===== src/rtl/cpu_pkg.sv =====
// Shared CPU encodings: memory access sizes, MEM-stage FSM states and
// the default data-memory timeout.
package cpu_pkg;

    typedef enum logic [1:0] {
        SZ_BYTE = 2'b00,
        SZ_HALF = 2'b01,
        SZ_WORD = 2'b10,
        SZ_RSVD = 2'b11
    } mem_size_e;

    typedef enum logic {
        ST_IDLE = 1'b0,
        ST_BUSY = 1'b1
    } mem_state_e;

    localparam int DEF_TIMEOUT_CYCLES = 255;

endpackage


===== src/rtl/mem_stage_if.sv =====
// Data-memory req/ready port: the MEM stage is the master, the memory the slave.
interface mem_stage_if;

    logic        req;
    logic        we;
    logic [31:0] addr;
    logic [3:0]  be;
    logic [31:0] wdata;
    logic [31:0] rdata;
    logic        ready;

    modport master (output req, we, addr, be, wdata, input rdata, ready);
    modport slave  (input req, we, addr, be, wdata, output rdata, ready);

endinterface


===== src/rtl/load_formatter.sv =====
// Selects the addressed byte/half lane of a read word and sign- or zero-extends it.
module load_formatter
    import cpu_pkg::*;
(
    input  logic [31:0] rdata,
    input  logic [1:0]  lane,
    input  logic [1:0]  size,
    input  logic        is_signed,
    output logic [31:0] data
);

    logic [7:0]  byte_sel;
    logic [15:0] half_sel;

    assign byte_sel = rdata[{lane, 3'b000} +: 8];
    assign half_sel = lane[1] ? rdata[31:16] : rdata[15:0];

    always_comb begin
        case (size)
            SZ_BYTE: data = {{24{is_signed & byte_sel[7]}}, byte_sel};
            SZ_HALF: data = {{16{is_signed & half_sel[15]}}, half_sel};
            default: data = rdata;
        endcase
    end

endmodule


===== src/rtl/mem_stage.sv =====
// MEM stage + MEM/WB register driving a variable-latency req/ready data memory.
// Define MEM_MISALIGN_EXC_EN to trap misaligned half/word accesses instead of masking.
module mem_stage
    import cpu_pkg::*;
#(
    parameter int TIMEOUT_CYCLES = DEF_TIMEOUT_CYCLES,
    parameter int REG_ADDR_W     = 5
) (
    input  logic                  clk,
    input  logic                  rst_n,
    input  logic                  in_valid,
    input  logic [31:0]           EXMEM_ALUout,
    input  logic [31:0]           EXMEM_StoreData,
    input  logic                  EXMEM_MemRead,
    input  logic                  EXMEM_MemWrite,
    input  logic [1:0]            EXMEM_MemSize,
    input  logic                  EXMEM_MemSigned,
    input  logic                  EXMEM_MemtoReg,
    input  logic                  EXMEM_RegWrite,
    input  logic [REG_ADDR_W-1:0] EXMEM_WriteRegAddr,
    output logic                  mem_stall,
    mem_stage_if.master           dmem,
    output logic [31:0]           MEMWB_ALUout,
    output logic [31:0]           MEMWB_MEMout,
    output logic                  MEMWB_MemtoReg,
    output logic                  MEMWB_RegWrite,
    output logic [REG_ADDR_W-1:0] MEMWB_WriteRegAddr,
    output logic                  bus_err,
    output logic                  misalign_exc
);

    localparam int CNT_W = $clog2(TIMEOUT_CYCLES + 1);

    mem_state_e       state;
    logic [CNT_W-1:0] cnt;
    logic [31:0]      addr_r;
    logic [31:0]      wdata_r;
    logic [3:0]       be_r;
    logic             we_r;
    logic [1:0]       size_r;
    logic [1:0]       lane_r;
    logic             sign_r;

    logic             mem_op;
    logic             misalign;
    logic             busy;
    logic             timeout_hit;
    logic [3:0]       be_n;
    logic [31:0]      wdata_n;
    logic [31:0]      load_data;

    assign mem_op      = in_valid & (EXMEM_MemRead | EXMEM_MemWrite);
    assign busy        = (state == ST_BUSY);
    assign timeout_hit = busy & ~dmem.ready & (cnt == CNT_W'(TIMEOUT_CYCLES - 1));

    // Ready wins over timeout; on timeout the held instruction retires as a no-op.
    assign mem_stall = busy ? (~dmem.ready & ~timeout_hit) : (mem_op & ~misalign);

    assign dmem.req   = busy;
    assign dmem.we    = we_r;
    assign dmem.addr  = addr_r;
    assign dmem.be    = be_r;
    assign dmem.wdata = wdata_r;

`ifdef MEM_MISALIGN_EXC_EN
    logic misalign_r;

    assign misalign = mem_op & ((EXMEM_MemSize == SZ_HALF) ? EXMEM_ALUout[0]
                              : (EXMEM_MemSize[1] & (EXMEM_ALUout[1:0] != 2'b00)));

    always_ff @(posedge clk or negedge rst_n) begin
        if (!rst_n) misalign_r <= 1'b0;
        else        misalign_r <= ~busy & misalign;
    end

    assign misalign_exc = misalign_r;
`else
    assign misalign     = 1'b0;
    assign misalign_exc = 1'b0;
`endif

    always_comb begin
        be_n    = 4'b1111;
        wdata_n = EXMEM_StoreData;
        if (EXMEM_MemWrite) begin
            case (EXMEM_MemSize)
                SZ_BYTE: begin
                    be_n    = 4'b0001 << EXMEM_ALUout[1:0];
                    wdata_n = {4{EXMEM_StoreData[7:0]}};
                end
                SZ_HALF: begin
                    be_n    = EXMEM_ALUout[1] ? 4'b1100 : 4'b0011;
                    wdata_n = {2{EXMEM_StoreData[15:0]}};
                end
                default: ;
            endcase
        end
    end

    load_formatter u_fmt (
        .rdata     (dmem.rdata),
        .lane      (lane_r),
        .size      (size_r),
        .is_signed (sign_r),
        .data      (load_data)
    );

    // MEM/WB defaults to a bubble; only a completing instruction overwrites it.
    always_ff @(posedge clk or negedge rst_n) begin
        if (!rst_n) begin
            state              <= ST_IDLE;
            cnt                <= '0;
            addr_r             <= '0;
            wdata_r            <= '0;
            be_r               <= '0;
            we_r               <= 1'b0;
            size_r             <= '0;
            lane_r             <= '0;
            sign_r             <= 1'b0;
            MEMWB_ALUout       <= '0;
            MEMWB_MEMout       <= '0;
            MEMWB_MemtoReg     <= 1'b0;
            MEMWB_RegWrite     <= 1'b0;
            MEMWB_WriteRegAddr <= '0;
            bus_err            <= 1'b0;
        end else begin
            MEMWB_ALUout       <= '0;
            MEMWB_MEMout       <= '0;
            MEMWB_MemtoReg     <= 1'b0;
            MEMWB_RegWrite     <= 1'b0;
            MEMWB_WriteRegAddr <= '0;
            bus_err            <= 1'b0;
            case (state)
                ST_IDLE: begin
                    if (mem_op && !misalign) begin
                        state   <= ST_BUSY;
                        cnt     <= '0;
                        addr_r  <= {EXMEM_ALUout[31:2], 2'b00};
                        be_r    <= be_n;
                        wdata_r <= wdata_n;
                        we_r    <= EXMEM_MemWrite;
                        size_r  <= EXMEM_MemSize;
                        lane_r  <= EXMEM_ALUout[1:0];
                        sign_r  <= EXMEM_MemSigned;
                    end else if (!mem_op) begin
                        MEMWB_ALUout       <= EXMEM_ALUout;
                        MEMWB_MemtoReg     <= EXMEM_MemtoReg;
                        MEMWB_RegWrite     <= EXMEM_RegWrite & in_valid;
                        MEMWB_WriteRegAddr <= EXMEM_WriteRegAddr;
                    end
                end
                ST_BUSY: begin
                    if (dmem.ready) begin
                        state              <= ST_IDLE;
                        MEMWB_ALUout       <= EXMEM_ALUout;
                        MEMWB_MEMout       <= we_r ? 32'd0 : load_data;
                        MEMWB_MemtoReg     <= EXMEM_MemtoReg;
                        MEMWB_RegWrite     <= EXMEM_RegWrite & in_valid;
                        MEMWB_WriteRegAddr <= EXMEM_WriteRegAddr;
                    end else if (timeout_hit) begin
                        state   <= ST_IDLE;
                        bus_err <= 1'b1;
                    end else begin
                        cnt <= cnt + CNT_W'(1);
                    end
                end
                default: state <= ST_IDLE;
            endcase
        end
    end

endmodule

===== src/flat_wrapper.sv =====
// flat-port wrapper written by rule: the top's interface ports become plain ports
module mem_stage_flat import cpu_pkg::*;
#(
    parameter int TIMEOUT_CYCLES = DEF_TIMEOUT_CYCLES,
    parameter int REG_ADDR_W     = 5
)
  (clk, rst_n, in_valid, EXMEM_ALUout, EXMEM_StoreData, EXMEM_MemRead, EXMEM_MemWrite, EXMEM_MemSize, EXMEM_MemSigned, EXMEM_MemtoReg, EXMEM_RegWrite, EXMEM_WriteRegAddr, mem_stall, MEMWB_ALUout, MEMWB_MEMout, MEMWB_MemtoReg, MEMWB_RegWrite, MEMWB_WriteRegAddr, bus_err, misalign_exc, dmem_req, dmem_we, dmem_addr, dmem_be, dmem_wdata, dmem_rdata, dmem_ready);
  mem_stage_if dmem_i ();
  input  logic clk;
  input  logic rst_n;
  input  logic in_valid;
  input  logic [31:0] EXMEM_ALUout;
  input  logic [31:0] EXMEM_StoreData;
  input  logic EXMEM_MemRead;
  input  logic EXMEM_MemWrite;
  input  logic [1:0] EXMEM_MemSize;
  input  logic EXMEM_MemSigned;
  input  logic EXMEM_MemtoReg;
  input  logic EXMEM_RegWrite;
  input  logic [REG_ADDR_W-1:0] EXMEM_WriteRegAddr;
  output logic mem_stall;
  output logic [31:0] MEMWB_ALUout;
  output logic [31:0] MEMWB_MEMout;
  output logic MEMWB_MemtoReg;
  output logic MEMWB_RegWrite;
  output logic [REG_ADDR_W-1:0] MEMWB_WriteRegAddr;
  output logic bus_err;
  output logic misalign_exc;
  output wire logic [$bits(dmem_i.req)-1:0] dmem_req;
  output wire logic [$bits(dmem_i.we)-1:0] dmem_we;
  output wire logic [$bits(dmem_i.addr)-1:0] dmem_addr;
  output wire logic [$bits(dmem_i.be)-1:0] dmem_be;
  output wire logic [$bits(dmem_i.wdata)-1:0] dmem_wdata;
  input wire logic [$bits(dmem_i.rdata)-1:0] dmem_rdata;
  input wire logic [$bits(dmem_i.ready)-1:0] dmem_ready;
  assign dmem_req = dmem_i.req;
  assign dmem_we = dmem_i.we;
  assign dmem_addr = dmem_i.addr;
  assign dmem_be = dmem_i.be;
  assign dmem_wdata = dmem_i.wdata;
  assign dmem_i.rdata = dmem_rdata;
  assign dmem_i.ready = dmem_ready;
  mem_stage #(.TIMEOUT_CYCLES(TIMEOUT_CYCLES), .REG_ADDR_W(REG_ADDR_W)) u_core (.clk(clk), .rst_n(rst_n), .in_valid(in_valid), .EXMEM_ALUout(EXMEM_ALUout), .EXMEM_StoreData(EXMEM_StoreData), .EXMEM_MemRead(EXMEM_MemRead), .EXMEM_MemWrite(EXMEM_MemWrite), .EXMEM_MemSize(EXMEM_MemSize), .EXMEM_MemSigned(EXMEM_MemSigned), .EXMEM_MemtoReg(EXMEM_MemtoReg), .EXMEM_RegWrite(EXMEM_RegWrite), .EXMEM_WriteRegAddr(EXMEM_WriteRegAddr), .mem_stall(mem_stall), .dmem(dmem_i), .MEMWB_ALUout(MEMWB_ALUout), .MEMWB_MEMout(MEMWB_MEMout), .MEMWB_MemtoReg(MEMWB_MemtoReg), .MEMWB_RegWrite(MEMWB_RegWrite), .MEMWB_WriteRegAddr(MEMWB_WriteRegAddr), .bus_err(bus_err), .misalign_exc(misalign_exc));
endmodule

===== config.mk =====
export PLATFORM = sky130hd
export DESIGN_NAME = mem_stage_flat
export DESIGN_NICKNAME = d
export VERILOG_FILES = /design/src/rtl/cpu_pkg.sv /design/src/rtl/mem_stage_if.sv /design/src/rtl/load_formatter.sv /design/src/rtl/mem_stage.sv /design/src/flat_wrapper.sv
export SDC_FILE = /design/constraint.sdc
export NUM_CORES = 1
export LEC_CHECK = 0
export CORE_MARGIN = 2
export CORE_UTILIZATION = 35
export CTS_CLUSTER_DIAMETER = 100
export DETAILED_ROUTE_END_ITERATION = 8
export PLACE_DENSITY = 0.67
export SYNTH_ARGS = -nofsm -noshare
export SYNTH_HDL_FRONTEND = slang
export SYNTH_SLANG_ARGS = --single-unit

===== constraint.sdc =====
create_clock -name clk -period 2.43 [get_ports clk]
set_input_delay 0.6075 -clock clk [delete_from_list [all_inputs] [get_ports clk]]
set_output_delay 0.6075 -clock clk [all_outputs]
set_load 0.005 [all_outputs]

==> impl_metrics.env <==
export IMPL_status="completed"
export IMPL_critPathLaunchType="input port"
export IMPL_min_period_ns=2.292
export IMPL_syn_inst=607
export IMPL_global_route_usage_met1_pct=23.97
export IMPL_grt_pass1_wl_um=27970
export IMPL_cellPowerDensity_nw_per_um2=807.9
export IMPL_setup_tns_ns=0
export IMPL_antenna_found_initial=0
export IMPL_syn_area_um2=6280
export IMPL_grt_start_max_net_pins=87
export IMPL_whs_ns=0.08704
export IMPL_syn2layout_area_growth_pct=55.59
export IMPL_clkTransAtPathRegs_ns=0.06
export IMPL_fmax_mhz=436.2
export IMPL_drt_wl_total_um=18360
export IMPL_busiest_layer="met2"
export IMPL_use_met2_pct=32.15
export IMPL_critPathKind="input port to output port"
export IMPL_fp_dieArea_um2=19030
export IMPL_drtIter0Drc=277
export IMPL_worstMarginPinSlew_ns=0.8836
export IMPL_synthDistinctLibCells=44
export IMPL_drt_pass1_iterations=7
export IMPL_hp_class="input port to asynchronous set/reset pin"
export IMPL_skew_ns=0.01180
export IMPL_gp_congestion=0.7816
export IMPL_drt_wirelength_per_cell_um=16.62
export IMPL_async_flop_share_pct=100.0
export IMPL_numCtsBuffers=17
export IMPL_r2r_cells=5
export IMPL_final_util_pct=56.10
export IMPL_worstSetupEndpointType="output port"
export IMPL_ys_seq_area_share_pct=60.97
export IMPL_leakagePower_nw=4.454
export IMPL_crit_path_max_fanout=2
export IMPL_drv_slew=0
export IMPL_drc=0
export IMPL_cts_tree="built"
export IMPL_filler_cell_count=1570
export IMPL_cts_sinks=153
export IMPL_max_slew_margin_pct=41.09
export IMPL_nNetsFinal=981
export IMPL_vias=5242
export IMPL_vdd_ir_drop_max_mv=0.4900
export IMPL_setup_viol=0
export IMPL_clock_latency_ns=0.42
export IMPL_grt_pass1_vias=5169
export IMPL_ys_flop_type="dfrtp_1"
export IMPL_initial_core_util_pct=36.06
export IMPL_num_io_pins=256
export IMPL_row_count=48
export IMPL_syn_area_per_cell_um2=10.35
export IMPL_use_met3_pct=7.493
export IMPL_cp_arrival_ns=1.68
export IMPL_ys_warn_count=0
export IMPL_port_buffers=252
export IMPL_fp_coreArea_um2=17420
export IMPL_cts_root_buffer="clkbuf_16"
export IMPL_cap_violations=0
export IMPL_antenna_cells_inserted=0
export IMPL_htreeDepth=4
export IMPL_synth_edf_count=0
export IMPL_fin_crit_sh_pct=94.33
export IMPL_crit_required_ns=1.82
export IMPL_die_h_um=138.0
export IMPL_hold_viol_final=0
export IMPL_synth_seq_cells=153
export IMPL_vias_per_cell=4.744
export IMPL_placedCellCount=1072
export IMPL_grt_ovfl_total=0
export IMPL_ant_nets=0
export IMPL_place_hpwl_um=13140
export IMPL_instances_no_fill=1105
export IMPL_grtUsageTotal_pct=19.45
export IMPL_clockBufferDepth=2
export IMPL_drive_gt1_share_pct=9.318
export IMPL_rsz0062_at_grt="false"
export IMPL_die_w_um=138.0
-- repair_timing --
| action | in CTS | in global routing |
|---|---|---|
| endpoints found under the setup margin | 1 | 0 |
| setup buffers | 1 | 0 |
| hold buffers | 0 | 0 |
| gates resized for setup | 3 | 0 |
| hold endpoints to repair | 0 | 0 |
-- cells in the final DEF, fill, tap and decap left out, types with 2 or more instances in the layout --
cell type	n
mux2_4	6
clkdlybuf4s50_1	250
nand2b_1	3
nor2b_1	10
mux2_2	9
o211ai_1	2
inv_6	4
buf_12	4
and2_1	38
a31oi_1	2
nand2_1	183
inv_1	6
and3_1	2
nand4_1	3
dfrtp_1	152
clkbuf_16	17
a21oi_1	26
a222oi_1	7
and2b_1	2
bufinv_16	4
o21ai_0	18
a211oi_1	9
clkbuf_1	2
mux2i_1	12
nor2_1	16
nand3b_1	2
o31ai_1	2
conb_1	3
ha_1	2
nand3_1	37
buf_4	21
clkinv_4	3
-- metrics by stage --
step / instance area (um2) / power (mW) / setup slack, ns
after global placement: 9125 / 5.092 / -0.1402
after detailed placement: 9125 / 5.118 / -0.1609
after floorplan: 6287 / 3.900 / 0.4900
after global routing: 9771 / 8.322 / 0.04729
after CTS: 9771 / 7.987 / 0.1118
final: 9771 / 7.893 / 0.1377
-- cells by family (layout without fill, tap and decap cells) --
group                      after synthesis  after routing  share of synthesized area (%)
DFF                                    153            153                          60.97
adders and majority gates                2              2                         0.3984
buffers and inverters                   44            315                          3.686
xor gates and xnor gates                 1              1                         0.1395
AOI/OAI and AO/OA                       73             73                          7.372
muxes                                   27             27                          4.961
other                                    1              3                        0.05972
and+or+nand+nor                        306            306                          22.41
-- cell usage after synthesis, drive strengths merged (3+ instances only) --
| cell | n | area [um2] |
|---|---|---|
| nand2 | 184 | 693.2 |
| dfrtp | 153 | 3829 |
| and2 | 38 | 237.7 |
| nand3 | 37 | 185.2 |
| a21oi | 26 | 130.1 |
| buf | 23 | 152.6 |
| o21ai | 20 | 107.6 |
| nor2 | 17 | 63.81 |
| clkbuf | 15 | 56.30 |
| mux2 | 15 | 191.4 |
| mux2i | 12 | 120.1 |
| nor2b | 11 | 71.32 |
| a211oi | 9 | 67.56 |
| a222oi | 7 | 70.07 |
| inv | 6 | 22.52 |
| nand2b | 3 | 18.77 |
| nand4 | 3 | 18.77 |
-- worst paths after layout --
check                                                startpoint                                end  slack, ns
worst max-delay path                                 dmem_ready                          mem_stall       0.14
worst min-delay path                                      rst_n  u_core.MEMWB_ALUout[26]$_DFF_PN0_       0.09
worst max register to register        u_core.dmem.req$_DFF_PN0_          u_core.cnt[7]$_DFFE_PN0P_       0.44
worst min register to register  u_core.dmem.addr[8]$_DFFE_PN0P_    u_core.dmem.addr[8]$_DFFE_PN0P_       0.47
max in group asynchronous                                 rst_n  u_core.MEMWB_MEMout[15]$_DFF_PN0_       1.61
min in group clk                u_core.dmem.addr[8]$_DFFE_PN0P_    u_core.dmem.addr[8]$_DFFE_PN0P_       0.47
-- area by class of cell --
cell class / instances / area [um2] / area share, %
clock inverters: 12 / 186.4 / 1.908
repair buffers: 277 / 2760 / 28.25
clock buffers: 20 / 446.7 / 4.572
flip-flops and latches: 153 / 3830 / 39.20
inverters: 6 / 22.52 / 0.2305
well taps: 225 / 281.5 / 2.881
multi-input cells: 412 / 2243 / 22.96
-- report_power, final --
part,internal [mW],switching [mW],leakage [nW]
Combinational,1.11,0.793,2.19
Clock,1.76,1.07,0.310
Sequential,2.92,0.235,1.95
-- state kept, by name, summed over array words and instances, names as in the netlist, 2 cells and up --
register	count
u_core.dmem.addr	30
u_core.dmem.wdata	32
u_core.MEMWB_ALUout	32
u_core.cnt	8
u_core.MEMWB_MEMout	32
u_core.dmem.be	4
u_core.lane_r	2
u_core.size_r	2
u_core.MEMWB_WriteRegAddr	5
-- per-layer routing --
metal	vias up	share of wire, %	wire length, um
li1	2523	-	-
met1	2504	40	7424
met2	201	49	8935
met3	14	10	1841
met4	0	0.88	162
met5	-	0	0
-- worst max-delay path: stages --
cell	delay, ns
clkdlybuf4s50_1	0.47
and2b_1	0.20
o21ai_2	0.06
nand2_1	0.08
dlygate4sd2_1	0.26
(Power assumes the default switching activity.)
